**config.mk**
```make
export PLATFORM = sky130hd
export DESIGN_NAME = pipeline_hazard_ctrl_flat
export DESIGN_NICKNAME = d
export VERILOG_FILES = /design/src/rtl/pipeline_hazard_ctrl_pkg.sv /design/src/rtl/pipeline_hazard_ctrl_if.sv /design/src/rtl/pipeline_hazard_ctrl_load_use_detect.sv /design/src/rtl/pipeline_hazard_ctrl.sv /design/src/flat_wrapper.sv
export SDC_FILE = /design/constraint.sdc
export NUM_CORES = 1
export LEC_CHECK = 0
export ABC_AREA = 1
export BUFFER_PORTS_ARGS = -buffer_cell sky130_fd_sc_hd__buf_2
export CAP_MARGIN = 0
export CELL_PAD_IN_SITES_DETAIL_PLACEMENT = 1
export CELL_PAD_IN_SITES_GLOBAL_PLACEMENT = 1
export CORE_MARGIN = 10
export CORE_UTILIZATION = 38
export DETAILED_ROUTE_END_ITERATION = 10
export PLACE_DENSITY = 0.89
export RECOVER_POWER = 50
export SYNTH_ARGS = -nofsm -noshare
export SYNTH_HDL_FRONTEND = slang
export SYNTH_SLANG_ARGS = --single-unit
```
**constraint.sdc**
```tcl
create_clock -name clk -period 1.93 [get_ports clk]
set_input_delay 0.0965 -clock clk [delete_from_list [all_inputs] [get_ports clk]]
set_output_delay 0.0965 -clock clk [all_outputs]
set_load 0.05 [all_outputs]
```
**src/rtl/pipeline_hazard_ctrl_pkg.sv**
```systemverilog
// Shared types for the pipeline hazard controller.
// Control bundle matches the stage-register enables and flushes.
package pipeline_hazard_ctrl_pkg;

  typedef enum logic [1:0] {
    RUN      = 2'd0,
    MEM_WAIT = 2'd1,
    ERROR    = 2'd2
  } state_e;

  localparam int REG_ZERO = 0;

  typedef struct packed {
    logic pc_write;
    logic ifid_write;
    logic ifid_flush;
    logic idex_write;
    logic idex_flush;
    logic exmem_write;
    logic memwb_bubble;
  } ctrl_t;

  localparam ctrl_t CTRL_NORMAL = '{
    pc_write: 1'b1, ifid_write: 1'b1,
    ifid_flush: 1'b0, idex_write: 1'b1,
    idex_flush: 1'b0, exmem_write: 1'b1,
    memwb_bubble: 1'b0
  };

  localparam ctrl_t CTRL_BRANCH = '{
    pc_write: 1'b1, ifid_write: 1'b1,
    ifid_flush: 1'b1, idex_write: 1'b1,
    idex_flush: 1'b1, exmem_write: 1'b1,
    memwb_bubble: 1'b0
  };

  localparam ctrl_t CTRL_LOAD_USE = '{
    pc_write: 1'b0, ifid_write: 1'b0,
    ifid_flush: 1'b0, idex_write: 1'b1,
    idex_flush: 1'b1, exmem_write: 1'b1,
    memwb_bubble: 1'b0
  };

  localparam ctrl_t CTRL_FREEZE = '{
    pc_write: 1'b0, ifid_write: 1'b0,
    ifid_flush: 1'b0, idex_write: 1'b0,
    idex_flush: 1'b0, exmem_write: 1'b0,
    memwb_bubble: 1'b1
  };

endpackage

```
**src/rtl/pipeline_hazard_ctrl_if.sv**
```systemverilog
// Hazard-controller bundle: pipeline status in, stage controls out.
// master = pipeline side, slave = controller.
interface pipeline_hazard_ctrl_if #(
  parameter int REG_W = 5,
  parameter int CNT_W = 32
);
  logic [REG_W-1:0] id_rs;
  logic [REG_W-1:0] id_rt;
  logic             idex_mem_read;
  logic [REG_W-1:0] idex_rt;
  logic             branch_taken;
  logic             exmem_access;
  logic             dmem_ack;
  logic             dmem_req;
  logic             pc_write;
  logic             ifid_write;
  logic             ifid_flush;
  logic             idex_write;
  logic             idex_flush;
  logic             exmem_write;
  logic             memwb_bubble;
  logic             bus_error;
  logic [CNT_W-1:0] stall_count;

  modport master (
    output id_rs, id_rt, idex_mem_read,
    output idex_rt, branch_taken,
    output exmem_access, dmem_ack,
    input  dmem_req, pc_write,
    input  ifid_write, ifid_flush,
    input  idex_write, idex_flush,
    input  exmem_write, memwb_bubble,
    input  bus_error, stall_count
  );

  modport slave (
    input  id_rs, id_rt, idex_mem_read,
    input  idex_rt, branch_taken,
    input  exmem_access, dmem_ack,
    output dmem_req, pc_write,
    output ifid_write, ifid_flush,
    output idex_write, idex_flush,
    output exmem_write, memwb_bubble,
    output bus_error, stall_count
  );
endinterface

```
**src/rtl/pipeline_hazard_ctrl_load_use_detect.sv**
```systemverilog
// Load-use compare: a load in EX whose destination is read in ID.
// Register zero never carries a dependency.
module load_use_detect
  import pipeline_hazard_ctrl_pkg::*;
#(
  parameter int REG_W = 5
) (
  input  logic [REG_W-1:0] id_rs_i,
  input  logic [REG_W-1:0] id_rt_i,
  input  logic             idex_mem_read_i,
  input  logic [REG_W-1:0] idex_rt_i,
  output logic             hazard_o
);
  logic dst_live;
  logic src_match;

  assign dst_live  = idex_rt_i != REG_W'(REG_ZERO);
  assign src_match = (idex_rt_i == id_rs_i) |
                     (idex_rt_i == id_rt_i);
  assign hazard_o  = idex_mem_read_i & dst_live & src_match;
endmodule

```
**src/rtl/pipeline_hazard_ctrl.sv**
```systemverilog
// Stall/flush sequencer: load-use, branch flush, dmem handshake.
// Outputs are forced low while rst is asserted.
module pipeline_hazard_ctrl
  import pipeline_hazard_ctrl_pkg::*;
#(
  parameter int MEM_TIMEOUT = 16,
  parameter int CNT_W       = 32,
  parameter int REG_W       = 5
) (
  input logic clk,
  input logic rst,
  pipeline_hazard_ctrl_if.slave hz
);
  localparam int WC_W = $clog2(MEM_TIMEOUT);
  localparam logic [WC_W-1:0] WC_LAST =
    WC_W'(MEM_TIMEOUT - 1);

  state_e           state_q, state_d;
  logic [WC_W-1:0]  wait_q, wait_d;
  logic [CNT_W-1:0] stall_q, stall_d;
  ctrl_t            ctrl;
  logic             req;
  logic             berr;
  logic             lu_hazard;
  logic             acked;

  load_use_detect #(
    .REG_W (REG_W)
  ) u_lud (
    .id_rs_i         (hz.id_rs),
    .id_rt_i         (hz.id_rt),
    .idex_mem_read_i (hz.idex_mem_read),
    .idex_rt_i       (hz.idex_rt),
    .hazard_o        (lu_hazard)
  );

  assign acked = hz.exmem_access & hz.dmem_ack;

  always_comb begin
    state_d = state_q;
    wait_d  = wait_q;
    ctrl    = CTRL_FREEZE;
    req     = 1'b0;
    berr    = 1'b0;
    unique case (state_q)
      RUN: begin
        req = hz.exmem_access;
        if (hz.exmem_access && !hz.dmem_ack) begin
          state_d = MEM_WAIT;
          wait_d  = '0;
        end else if (hz.branch_taken) begin
          ctrl = CTRL_BRANCH;
        end else if (lu_hazard) begin
          ctrl = CTRL_LOAD_USE;
        end else begin
          ctrl = CTRL_NORMAL;
        end
      end
      MEM_WAIT: begin
        req = hz.exmem_access;
        if (acked) begin
          state_d = RUN;
          wait_d  = '0;
        end else if (wait_q == WC_LAST) begin
          state_d = ERROR;
        end else begin
          wait_d = wait_q + 1'b1;
        end
      end
      ERROR: berr = 1'b1;
      default: state_d = RUN;
    endcase
  end

  always_comb begin
    stall_d = stall_q;
    if (!ctrl.pc_write && stall_q != '1)
      stall_d = stall_q + 1'b1;
  end

  always_ff @(posedge clk or negedge rst) begin
    if (!rst) begin
      state_q <= RUN;
      wait_q  <= '0;
      stall_q <= '0;
    end else begin
      state_q <= state_d;
      wait_q  <= wait_d;
      stall_q <= stall_d;
    end
  end

  // Reset gating makes a mid-wait reset drop dmem_req at once.
  assign hz.dmem_req     = rst & req;
  assign hz.pc_write     = rst & ctrl.pc_write;
  assign hz.ifid_write   = rst & ctrl.ifid_write;
  assign hz.ifid_flush   = rst & ctrl.ifid_flush;
  assign hz.idex_write   = rst & ctrl.idex_write;
  assign hz.idex_flush   = rst & ctrl.idex_flush;
  assign hz.exmem_write  = rst & ctrl.exmem_write;
  assign hz.memwb_bubble = rst & ctrl.memwb_bubble;
  assign hz.bus_error    = rst & berr;
  assign hz.stall_count  = stall_q;
endmodule

```
**src/flat_wrapper.sv**
```systemverilog
// flat-port wrapper written by rule: the top's interface ports become plain ports
module pipeline_hazard_ctrl_flat import pipeline_hazard_ctrl_pkg::*;
#(
  parameter int MEM_TIMEOUT = 16,
  parameter int CNT_W       = 32,
  parameter int REG_W       = 5
)
  (clk, rst, hz_id_rs, hz_id_rt, hz_idex_mem_read, hz_idex_rt, hz_branch_taken, hz_exmem_access, hz_dmem_ack, hz_dmem_req, hz_pc_write, hz_ifid_write, hz_ifid_flush, hz_idex_write, hz_idex_flush, hz_exmem_write, hz_memwb_bubble, hz_bus_error, hz_stall_count);
  pipeline_hazard_ctrl_if #(.REG_W(REG_W), .CNT_W(CNT_W)) hz_i ();
  input logic clk;
  input logic rst;
  input wire logic [$bits(hz_i.id_rs)-1:0] hz_id_rs;
  input wire logic [$bits(hz_i.id_rt)-1:0] hz_id_rt;
  input wire logic [$bits(hz_i.idex_mem_read)-1:0] hz_idex_mem_read;
  input wire logic [$bits(hz_i.idex_rt)-1:0] hz_idex_rt;
  input wire logic [$bits(hz_i.branch_taken)-1:0] hz_branch_taken;
  input wire logic [$bits(hz_i.exmem_access)-1:0] hz_exmem_access;
  input wire logic [$bits(hz_i.dmem_ack)-1:0] hz_dmem_ack;
  output wire logic [$bits(hz_i.dmem_req)-1:0] hz_dmem_req;
  output wire logic [$bits(hz_i.pc_write)-1:0] hz_pc_write;
  output wire logic [$bits(hz_i.ifid_write)-1:0] hz_ifid_write;
  output wire logic [$bits(hz_i.ifid_flush)-1:0] hz_ifid_flush;
  output wire logic [$bits(hz_i.idex_write)-1:0] hz_idex_write;
  output wire logic [$bits(hz_i.idex_flush)-1:0] hz_idex_flush;
  output wire logic [$bits(hz_i.exmem_write)-1:0] hz_exmem_write;
  output wire logic [$bits(hz_i.memwb_bubble)-1:0] hz_memwb_bubble;
  output wire logic [$bits(hz_i.bus_error)-1:0] hz_bus_error;
  output wire logic [$bits(hz_i.stall_count)-1:0] hz_stall_count;
  assign hz_i.id_rs = hz_id_rs;
  assign hz_i.id_rt = hz_id_rt;
  assign hz_i.idex_mem_read = hz_idex_mem_read;
  assign hz_i.idex_rt = hz_idex_rt;
  assign hz_i.branch_taken = hz_branch_taken;
  assign hz_i.exmem_access = hz_exmem_access;
  assign hz_i.dmem_ack = hz_dmem_ack;
  assign hz_dmem_req = hz_i.dmem_req;
  assign hz_pc_write = hz_i.pc_write;
  assign hz_ifid_write = hz_i.ifid_write;
  assign hz_ifid_flush = hz_i.ifid_flush;
  assign hz_idex_write = hz_i.idex_write;
  assign hz_idex_flush = hz_i.idex_flush;
  assign hz_exmem_write = hz_i.exmem_write;
  assign hz_memwb_bubble = hz_i.memwb_bubble;
  assign hz_bus_error = hz_i.bus_error;
  assign hz_stall_count = hz_i.stall_count;
  pipeline_hazard_ctrl #(.MEM_TIMEOUT(MEM_TIMEOUT), .CNT_W(CNT_W), .REG_W(REG_W)) u_core (.clk(clk), .rst(rst), .hz(hz_i));
endmodule
```
* After elaboration in Yosys (flattened, before gate mapping)
Index checks and enable logic that the tools add are counted.
** Word-level totals
- Bits in read-only memories :: 0
- Register bits after elaboration :: 38
- Word-level logic and storage cells :: 52
- Bits of input ports :: 21
- Memories :: 0
- Bits in latches :: 0
- Output and inout port bits :: 41
- RAM bits :: 0
** Cells by class
- Reduce and logical (&&, ||, !) cells :: 10
- Multipliers :: 0
- Add/sub/neg operators :: 2
- Magnitude comparators :: 0
- Shift-type cells :: 0
- Multiplexer cells :: 14
- Bitwise logic cells :: 14
- Divide/modulo/power cells :: 0
- Equal/unequal tests :: 9
** Operator list (number)
- $add 32x1->32 const B :: 1
- $ne 32x32->1 const B :: 1
- $mux 7 :: 4
- $and 1x1->1 :: 12
- $mux 4 :: 3
- $eq 5x5->1 :: 2
- $pmux 4 s2 :: 1
- $mux 2 :: 3
- $pmux 2 s3 :: 1
- $reduce_and 3->1 :: 2
- $reduce_bool 5->1 :: 1
- $add 4x1->4 const B :: 1
- $eq 4x4->1 const B :: 1
- $ne 3x1->1 const B :: 1
- $ne 3x2->1 const B :: 1
- $eq 2x1->1 const B :: 1
- $eq 2x2->1 const B :: 1
- $logic_and 1x1->1 :: 2
- $logic_not 1->1 :: 2
- $logic_not 2->1 :: 1
- $mux 1 :: 2
- $ne 2x1->1 const B :: 1
- $reduce_bool 2->1 :: 1
- $reduce_or 2->1 :: 1
- other kinds (2) :: 2

* Depth between registers and ports, before layout
Gate-level depths: netlist (run 1).
- Depth after elaboration :: 9
- Depth in mapped cells :: 12
- Mapped depth without buffers :: 11

* Hierarchy
From an unflattened synthesis (run 1), not the netlist that was laid out.
** Second synthesis, totals
- Cell total of the unflattened synthesis :: 452
- Area, all modules :: 2775.2 um2
** Modules (own cells, without submodules)
- pipeline_hazard_ctrl :: area each 2580.0 um2, times used 1, cells an instance 407
- load_use_detect :: area each 195.2 um2, times used 1, cells an instance 45

* Worst setup path before layout (run 1)
OpenSTA, ideal clock, no wires.
- Kind :: reg-to-output
- Start point :: reg u_core.state_q[1]
- End point :: out hz_idex_flush
- Buffers on the path :: 0
- Cell stages (with the launch flop) :: 6
- Data required time :: 1.833 ns
- Data arrival time :: 2.235 ns
- Slack :: -0.401 ns
- Path through :: dfrtp_1 > nor2_1 > nand2_1 > nor2_1 > inv_1 > a21oi_1
** On the way
- Word-level cells in the longest chain between the ends :: 3
** RTL lines
- from (decl) :: line pipeline_hazard_ctrl.sv:18 : state_e state_q, state_d;
- from (signal assigned) :: line pipeline_hazard_ctrl.sv:87 : state_q <= state_d;
- $logic_not 2->1 :: line pipeline_hazard_ctrl.sv:45 : unique case (state_q)
- $mux 7 :: line pipeline_hazard_ctrl.sv:45
- $and 1x1->1 :: line pipeline_hazard_ctrl.sv:99 : assign hz.idex_flush = rst & ctrl.idex_flush;
- to (decl) :: line flat_wrapper.sv:24 : output wire logic [$bits(hz_i.idex_flush)-1:0] hz_idex_flush;
No other way between the ends.

* Worst setup path in the final report (run 1)
- Start point :: reg u_core.stall_q[2] (netlist: u_core.hz.stall_count[2])
- End point :: reg u_core.stall_q[15] (netlist: u_core.hz.stall_count[15])
** On the way
- Word-level cells in the longest chain between the ends :: 2
** RTL lines
- from (decl) :: line pipeline_hazard_ctrl.sv:20 : logic [CNT_W-1:0] stall_q, stall_d;
- from (signal assigned) :: line pipeline_hazard_ctrl.sv:89 : stall_q <= stall_d;
- branches (longest 2 deep; another with $add 32x1->32)
Parallel ways; which one is timed is not known.
A chain may end at the register's enable or synchronous reset.

==> results.yml, run 1 <==
placed_design:
  port_buffers: 61
  gp_congestion: 0.8684
  hpwl_mm: 7.508
  placed_cells: 580
  dp_slack_ns: 0.09010
die:
  io_pins: 62
  die_width_um: 104.9
  core_mm2: 0.006907
  dieArea_mm2: 0.01101
  start_util_pct: 39.67
  dieHeight_um: 104.9
  row_count: 30
power_and_ir_drop:
  powerDensity_mw_per_mm2: 827.2
  leakage_uw: 0.001776
  power.total_uw: 2758
  ir_drop_v: 0.0005820
timing:
  setup_ws_ns: 0.1529
  tightest_slew_ns: 0.9728
  fmax_mhz: 562.7
  setup_violations: 0
  clock_skew_ns: 0.003322
  tns_ns: 0
  drv_slew: 0
  finalCriticalPeriod_ns: 1.777
  max_slew_margin_pct: 35.14
  min_period_over_period_pct: 92.08
  finalHoldViolCount: 0
  rsz0062_at_grt: "false"
clock_tree:
  cts_made_buffers: 5
  cts_tree: "built"
  clk_path_buf_depth: 2
  htreeDepth: 2
  clk_pin_slew_ns: 0.08
  clock_latency_ns: 0.29
  cts.sink_count: 38
  cts-root-buf: "clkbuf_8"
critical_path:
  crit_path_max_fanout: 7
  r2r_end: "u_core.hz.stall_count[15]$_DFFE_PN0P_"
  critPathLaunch: "u_core.hz.stall_count[2]$_DFFE_PN0P_"
  crit_type: "flip-flop to flip-flop"
  reg2regPathDepth: 7
  path_cells: "nand3_1 > inv_1 > nand2_1 > nor2_2 > xor2_1 > nand3_1 > nand2_1"
  crit_arrival_ns: 2.01
  end_kind: "flip-flop"
  cp_slowest_cell: "dfrtp_1"
  cp_data_required_time_ns: 2.17
  regToRegStartpoint: "u_core.hz.stall_count[2]$_DFFE_PN0P_"
  startpoint_type: "flip-flop"
  endpoint: "u_core.hz.stall_count[15]$_DFFE_PN0P_"
  cp_slowest_stage_delay_ns: 0.50
  reg2reg_setup_slack_ns: 0.15
logic_synthesis:
  yosys_warnings: 0
  avgSynthCellArea_um2: 6.493
  synth-edff-count: 0
  ys_ff_latch: 38
  synth_top_area_share_pct: 34.70
  synthCells: 422
  yosys-top-cells-count: "169 x nand2_1, 53 x nor2_1, 45 x nand3_1"
  synth.largest_area_cell: "dfrtp_1"
  synth-main-ff-cell: "dfrtp_1"
  synth-async-reset-ratio_pct: 100.0
  synth_area_mm2: 0.002740
  synth_seq_area_share_pct: 34.70
  yosys-top-cells-area: "dfrtp_1 35%, nand2_1 23%, nand3_1 8.2%, nor2_1 7.3%, inv_1 5.5%"
  yosysMostFrequentCell: "nand2_1"
  syn-num-nets: 445
  synth_cell_types: 26
final_layout:
  drive_gt1_share_pct: 15.96
  final_util_pct: 48.28
  stdcell_count: 591
  num_antenna_cells: 0
  fillCellCount: 972
  syn_to_final_growth_pct: 21.69
  final_nets: 517
grt:
  track_usage_pct: 17.02
  grt_pass1_vias: 3234
  antenna_found_initial: 0
  overflow: 0
  grt_max_degree: 39
  grt_pass1_wl_mm: 15.74
routing:
  vias: 2996
  dr.pass1.iters: 4
  route.detailed.wl_per_inst_um: 15.75
  drt_iter0_markers: 103
  ant_nets: 0
  wl_mm: 9.307
  vias_per_cell: 5.069
  drc: 0
hold_path:
  min_path_type: "input port to flip-flop"
  holdPathStages: 6
run:
  max_cap_violations: 0
outcome:
  status: "finished clean"
[repair_timing]
item                                    4_1_cts  5_1_grt
hold buffers                                  1        0
hold endpoints to repair                     38        0
gates resized for setup                       0        3
endpoints found under the setup margin        0       29
buffers inserted                              0        2
[kinds of logic after synthesis]
| family | synth area share, % |
|---|---|
| buffers and inverters | 7.900 |
| DFF | 34.70 |
| AOI/OAI and AO/OA | 2.009 |
| xor gates and xnor gates | 7.032 |
| adders and majority gates | 0.9131 |
| and+or+nand+nor | 47.44 |
[routing by layer]
metal | GRT usage, % | share of wire, %
met5 | 0 | 0
met1 | 19.96 | 44
met3 | 3.317 | 4.3
met4 | 2.647 | 0.71
met2 | 31.54 | 51
[area by class of cell]
class                      instances  area (um^2)  share of cell area [%]
clock buffer                       7        86.33                   2.589
clock inverter                     1        5.005                  0.1501
inverter                          42        157.7                   4.728
multi-input combinational        332         1602                   48.03
sequential                        38        953.4                   28.59
tap                               96        120.1                   3.602
timing repair buffer              75        410.4                   12.31
[sequential cells by signal (all words and copies together), names as in the netlist]
| register | flops |
|---|---|
| u_core.hz.stall_count | 32 |
| u_core.wait_q | 4 |
| u_core.state_q | 2 |
[placed cells by master, fill, tap and decap left out, types with 5 or more instances in the layout]
master,netlist,routed
inv_1,40,40
clkbuf_8,0,6
o21ai_0,5,5
buf_2,2,41
nor2_2,0,5
nor3_1,8,8
nand3b_1,6,6
clkbuf_1,3,21
nand3_1,45,45
xor2_1,14,14
nand2_1,169,169
dfrtp_1,38,36
buf_4,5,10
xnor2_1,8,8
nand4_1,8,8
nor2_1,53,48
[worst min-delay path by stage]
stage           startpoint                               endpoint
2_1_floorplan          rst   u_core.hz.stall_count[0]$_DFFE_PN0P_
3_3_place_gp           rst  u_core.hz.stall_count[22]$_DFFE_PN0P_
3_5_place_dp           rst           u_core.wait_q[2]$_DFFE_PN0P_
4_1_cts        hz_dmem_ack           u_core.wait_q[0]$_DFFE_PN0P_
5_1_grt        hz_dmem_ack           u_core.wait_q[0]$_DFFE_PN0P_
6_report       hz_dmem_ack           u_core.wait_q[0]$_DFFE_PN0P_
[through the flow]
step | hold WS (ns) | instance area (um^2)
2_1_floorplan | -0.1991 | 2765
3_3_place_gp | 0.2698 | 3238
3_5_place_dp | 0.2785 | 3238
4_1_cts | 0.2395 | 3339
5_1_grt | 0.2792 | 3334
6_report | 0.2510 | 3334
[worst max-delay path: cells and delay by family, from the launching register on]
family	cells	cell delay, ns
and+or+nand+nor	5	0.84
DFF	1	0.50
xor gates and xnor gates	1	0.20
buffers and inverters	1	0.18
[report_power, final]
| group | total (uW) | leakage (uW) | internal [uW] | switching (uW) |
|---|---|---|---|---|
| clock | 579 | 0.0000482 | 289 | 290 |
| combinational | 1170 | 0.00121 | 354 | 812 |
| sequential | 1010 | 0.000518 | 886 | 127 |
| total | 2760 | 0.00178 | 1530 | 1230 |
(Power assumes the default switching activity.)
==> run 2, diff against run 1 <==
--- a/config.mk
+++ b/config.mk
@@ -6,7 +6,7 @@
 export NUM_CORES = 1
 export LEC_CHECK = 0
 export ABC_AREA = 1
-export BUFFER_PORTS_ARGS = -buffer_cell sky130_fd_sc_hd__buf_2
+export BUFFER_PORTS_ARGS = -buffer_cell sky130_fd_sc_hd__buf_4
 export CAP_MARGIN = 0
 export CELL_PAD_IN_SITES_DETAIL_PLACEMENT = 1
 export CELL_PAD_IN_SITES_GLOBAL_PLACEMENT = 1
==> run 2 against run 1 <==
Net effect: non-clock buffer count rose by 5; highest routed layer unchanged; critical path type unchanged; routed wire length rose by 6.0%; largest power group unchanged; register-to-register slack worse by 0.05 ns; clock power decreased by 7.8%.
==> results.yml, run 2 (same netlist as run 1, synthesis figures left out) <==
routing:
  dr.pass1.iters: 4
  vias: 3041
  route.detailed.wl_per_inst_um: 16.58
  drt_iter0_markers: 147
  drc: 0
  wl_mm: 9.868
  vias_per_cell: 5.111
  ant_nets: 0
power_and_ir_drop:
  leakage_uw: 0.001883
  ir_drop_v: 0.0005597
  powerDensity_mw_per_mm2: 790.5
die:
  row_count: 30
  dieHeight_um: 104.9
  io_pins: 62
  dieArea_mm2: 0.01101
  start_util_pct: 39.67
  core_mm2: 0.006907
  die_width_um: 104.9
placed_design:
  hpwl_mm: 7.588
  placed_cells: 582
  placed_area_mm2: 0.003393
  gp_congestion: 0.8985
  dp_slack_ns: 0.06426
  port_buffers: 61
clock_tree:
  cts_made_buffers: 5
  clock_latency_ns: 0.29
  clk_pin_slew_ns: 0.08
  cts-root-buf: "clkbuf_8"
  cts_tree: "built"
  clk_path_buf_depth: 2
  htreeDepth: 2
  cts.sink_count: 38
critical_path:
  crit_path_max_fanout: 31
  crit_type: "flip-flop to flip-flop"
  end_kind: "flip-flop"
  cp_data_required_time_ns: 2.16
  startpoint_type: "flip-flop"
  crit_arrival_ns: 2.05
final_layout:
  syn_to_final_growth_pct: 28.63
  final_util_pct: 51.03
  drive_gt1_share_pct: 20.84
  final_nets: 522
  stdcell_count: 595
  num_antenna_cells: 0
  fillCellCount: 950
  stdcell_area_mm2: 0.003525
  final_cell_mix: "169 x nand2_1, 74 x buf_4, 48 x nor2_1, 44 x nand3_1, 40 x inv_1"
  largest_reg_flops: 32
  final_common_cell: "nand2_1"
timing:
  min_period_over_period_pct: 94.46
  clock_skew_ns: 0.007969
  tns_ns: 0
  setup_ws_ns: 0.1069
  drv_slew: 0
  finalCriticalPeriod_ns: 1.823
  tightest_slew_ns: 0.9737
  setup_violations: 0
  max_slew_margin_pct: 35.08
  fmax_mhz: 548.5
  finalHoldViolCount: 0
grt:
  grt_pass1_vias: 3203
  top_usage_layer: "met2"
  antenna_found_initial: 0
  overflow: 0
  grtUsageMet3_pct: 2.887
  grt_pass1_wl_mm: 15.97
  use_met1_pct: 20.72
  track_usage_pct: 17.31
  grt_max_degree: 39
  use_met2_pct: 31.85
hold_path:
  min_path_type: "input port to flip-flop"
run:
  max_cap_violations: 0
outcome:
  status: "finished clean"
==> run 2: critical path: stages, from the launching register on <==
cell and delay, ns:
dfrtp_2 0.43, ha_4 0.18, nand3_2 0.14, inv_2 0.12
nand2_2 0.11, nor2_8 0.16, nand4_4 0.13, nand2_2 0.13
buf_12 0.19, nand2_1 0.09, nand2_1 0.06
==> run 2: path summary, 6_finish.rpt <==
| kind | cells after the start | slack [ns] | from | to |
|---|---|---|---|---|
| setup reg to reg | 10 | 0.11 | u_core.hz.stall_count[1]$_DFFE_PN0P_ | u_core.hz.stall_count[0]$_DFFE_PN0P_ |
| hold reg to reg | 1 | 0.52 | u_core.state_q[0]$_DFFE_PN0P_ | u_core.state_q[0]$_DFFE_PN0P_ |
| setup / recovery | 10 | 0.11 | u_core.hz.stall_count[1]$_DFFE_PN0P_ | u_core.hz.stall_count[0]$_DFFE_PN0P_ |
| min in group asynchronous | 3 | 0.76 | rst | u_core.hz.stall_count[31]$_DFFE_PN0P_ |
| max in group asynchronous | 3 | 0.50 | rst | u_core.hz.stall_count[0]$_DFFE_PN0P_ |
| hold / removal | 6 | 0.25 | hz_dmem_ack | u_core.state_q[1]$_DFFE_PN0P_ |
==> run 2: area by class of cell <==
| cell class | count | area [um^2] | area share (%) |
|---|---|---|---|
| Clock buffer | 5 | 68.82 | 1.952 |
| Clock inverter | 2 | 10.01 | 0.2840 |
| Inverter | 42 | 157.7 | 4.473 |
| Multi-Input combinational cell | 332 | 1612 | 45.72 |
| Sequential cell | 38 | 954.7 | 27.09 |
| Tap cell | 96 | 120.1 | 3.408 |
| Timing Repair Buffer | 80 | 601.8 | 17.07 |
==> run 2: routing by layer <==
layer	vias to the layer above	share of wire [%]
met1	1468	43
met4	0	0.90
li1	1479	-
met2	83	51
met5	-	0
met3	11	5.1
==> run 2: stage by stage <==
step           total power (uW)  hold slack [ns]
6_report                   2786           0.2482
5_1_grt                    2971           0.2657
3_3_place_gp               2161           0.2354
2_1_floorplan              1809          -0.1991
3_5_place_dp               2213           0.2501
4_1_cts                    2749           0.2552
==> run 2: where the power goes <==
group	switching [uW]	internal [uW]
sequential	128	888
combinational	824	412
clock	291	243
==> run 2: repair_timing <==
action	CTS	global route
hold endpoints to repair	38	0
resized for setup	0	6
buffers inserted	0	5
setup endpoints to repair	0	32
hold buffers	1	0
==> run 3, diff against run 2 <==
--- a/config.mk
+++ b/config.mk
@@ -10,6 +10,7 @@
 export CAP_MARGIN = 0
 export CELL_PAD_IN_SITES_DETAIL_PLACEMENT = 1
 export CELL_PAD_IN_SITES_GLOBAL_PLACEMENT = 1
+export CORE_ASPECT_RATIO = 1.75
 export CORE_MARGIN = 10
 export CORE_UTILIZATION = 38
 export DETAILED_ROUTE_END_ITERATION = 10
==> run 3 against run 2 <==
Net effect: highest routed layer unchanged; global-route usage up 1.3 points; routed wire length up 4.2%; critical path depth down 1; sequential power about the same.
==> results.yml, run 3 (same netlist as run 1, synthesis figures left out) <==
grt:
  grt_max_degree: 39
  top_usage_layer: "met2"
  overflow: 0
  track_usage_pct: 18.63
  grtUsageMet3_pct: 4.517
  grt_pass1_wl_mm: 17.11
  use_met1_pct: 16.73
  antenna_found_initial: 0
  use_met2_pct: 35.36
  grt_pass1_vias: 3606
final_layout:
  syn_to_final_growth_pct: 35.80
  drive_gt1_share_pct: 22.70
  final_common_cell: "nand2_1"
  final_cell_mix: "169 x nand2_1, 83 x buf_4, 48 x nor2_1, 44 x nand3_1, 40 x inv_1"
  stdcell_count: 595
  fillCellCount: 933
  seq_area_um2: 954.7
  final_util_pct: 53.49
  final_nets: 533
  multiInputGateArea_mm2: 0.001633
  largest_reg_flops: 32
  num_antenna_cells: 0
routing:
  ant_nets: 0
  drc: 0
  vias: 3139
  route.detailed.wl_per_inst_um: 17.28
  wl_mm: 10.28
  drt_iter0_markers: 131
  vias_per_cell: 5.276
  dr.pass1.iters: 4
critical_path:
  cp_slowest_cell: "dfrtp_2"
  startpoint_type: "flip-flop"
  path_cells: "ha_4 > nand3_2 > inv_2 > nand2_2 > nor2_8 > nand4_4 > buf_4 > nand3_1 > nand2_1"
  crit_type: "flip-flop to flip-flop"
  end_kind: "flip-flop"
  cp_slowest_stage_delay_ns: 0.44
  crit_path_max_fanout: 11
  cp_data_required_time_ns: 2.11
  crit_arrival_ns: 1.98
timing:
  setup_violations: 0
  finalCriticalPeriod_ns: 1.796
  clock_skew_ns: 0.004881
  max_slew_margin_pct: 35.46
  drv_slew: 0
  min_period_over_period_pct: 93.06
  setup_ws_ns: 0.1339
  finalHoldViolCount: 0
  tightest_slew_ns: 0.9680
  fmax_mhz: 556.8
die:
  die_width_um: 84.19
  core_mm2: 0.006957
  row_count: 40
  io_pins: 62
  dieArea_mm2: 0.01114
  start_util_pct: 39.39
  dieHeight_um: 132.3
placed_design:
  dp_slack_ns: 0.008825
  port_buffers: 61
  hpwl_mm: 8.095
  placed_cells: 580
  gp_congestion: 0.9409
power_and_ir_drop:
  leakage_uw: 0.001999
  powerDensity_mw_per_mm2: 902.3
  power.total_uw: 3358
  ir_drop_v: 0.0008026
clock_tree:
  clk_pin_slew_ns: 0.06
  clk_path_buf_depth: 2
  cts_made_buffers: 5
  cts_tree: "built"
  htreeDepth: 2
  cts-root-buf: "clkbuf_16"
  cts.sink_count: 38
  clock_latency_ns: 0.29
outcome:
  status: "finished clean"
run:
  max_cap_violations: 0
hold_path:
  min_path_type: "input port to flip-flop"
==> run 3: changes by cell type in the layout (fill, tap and decap cells not counted), sizes merged <==
| cell | change |
|---|---|
| buf | +9 |
| bufinv | +2 |
| clkinv | -1 |
| clkbuf | +2 |
==> run 3: report_power, final <==
group          switching (uW)  internal, uW
Clock                     360           743
Sequential                130           889
Combinational             824           411
==> run 3: area by class of cell <==
| type | count | area share (%) |
|---|---|---|
| clock buffer | 5 | 3.362 |
| sequential | 38 | 25.66 |
| timing repair buffer | 91 | 18.19 |
| multi-input combinational | 332 | 43.88 |
| inverter | 42 | 4.237 |
| tap | 84 | 2.824 |
| clock inverter | 3 | 1.849 |
==> run 3: metal layers <==
| layer | vias to the layer above | wire length (um) |
|---|---|---|
| met5 | - | 0 |
| met4 | 0 | 452 |
| met3 | 30 | 530 |
| met2 | 83 | 5702 |
| met1 | 1521 | 3598 |
| li1 | 1505 | - |
==> run 3: what timing repair did <==
action	in CTS	in global routing
pin swaps	0	2
setup buffers	0	6
endpoints found under the setup margin	1	28
endpoints found under the hold margin	38	0
hold buffers	1	0
resized for setup	1	9
==> run 3: path summary, 6_finish.rpt <==
kind,start,cells after the start,slack (ns),to
worst min register to register,u_core.state_q[0]$_DFFE_PN0P_,1,0.52,u_core.state_q[0]$_DFFE_PN0P_
worst min-delay path,hz_dmem_ack,6,0.25,u_core.state_q[1]$_DFFE_PN0P_
max in group asynchronous,rst,3,0.45,u_core.hz.stall_count[3]$_DFFE_PN0P_
worst max register to register,u_core.hz.stall_count[0]$_DFFE_PN0P_,9,0.13,u_core.hz.stall_count[0]$_DFFE_PN0P_
min in group asynchronous,rst,3,0.83,u_core.hz.stall_count[2]$_DFFE_PN0P_
worst max-delay path,u_core.hz.stall_count[0]$_DFFE_PN0P_,9,0.13,u_core.hz.stall_count[0]$_DFFE_PN0P_
==> run 3: critical path, delay by kind of cell, from the launching register on <==
kind / cells / cell delay (ns)
and+or+nand+nor: 6 / 0.71
DFF: 1 / 0.44
buffers and inverters: 2 / 0.34
adders and majority gates: 1 / 0.18
==> run 3: per-stage QoR <==
step | TNS (ns) | hold WS [ns] | instance area (um^2)
floorplan | 0 | -0.1991 | 2765
global placement | 0 | 0.2633 | 3453
detailed placement | 0 | 0.2672 | 3453
CTS | 0 | 0.2497 | 3662
global route | -0.04265 | 0.3214 | 3721
finish | 0 | 0.2483 | 3721
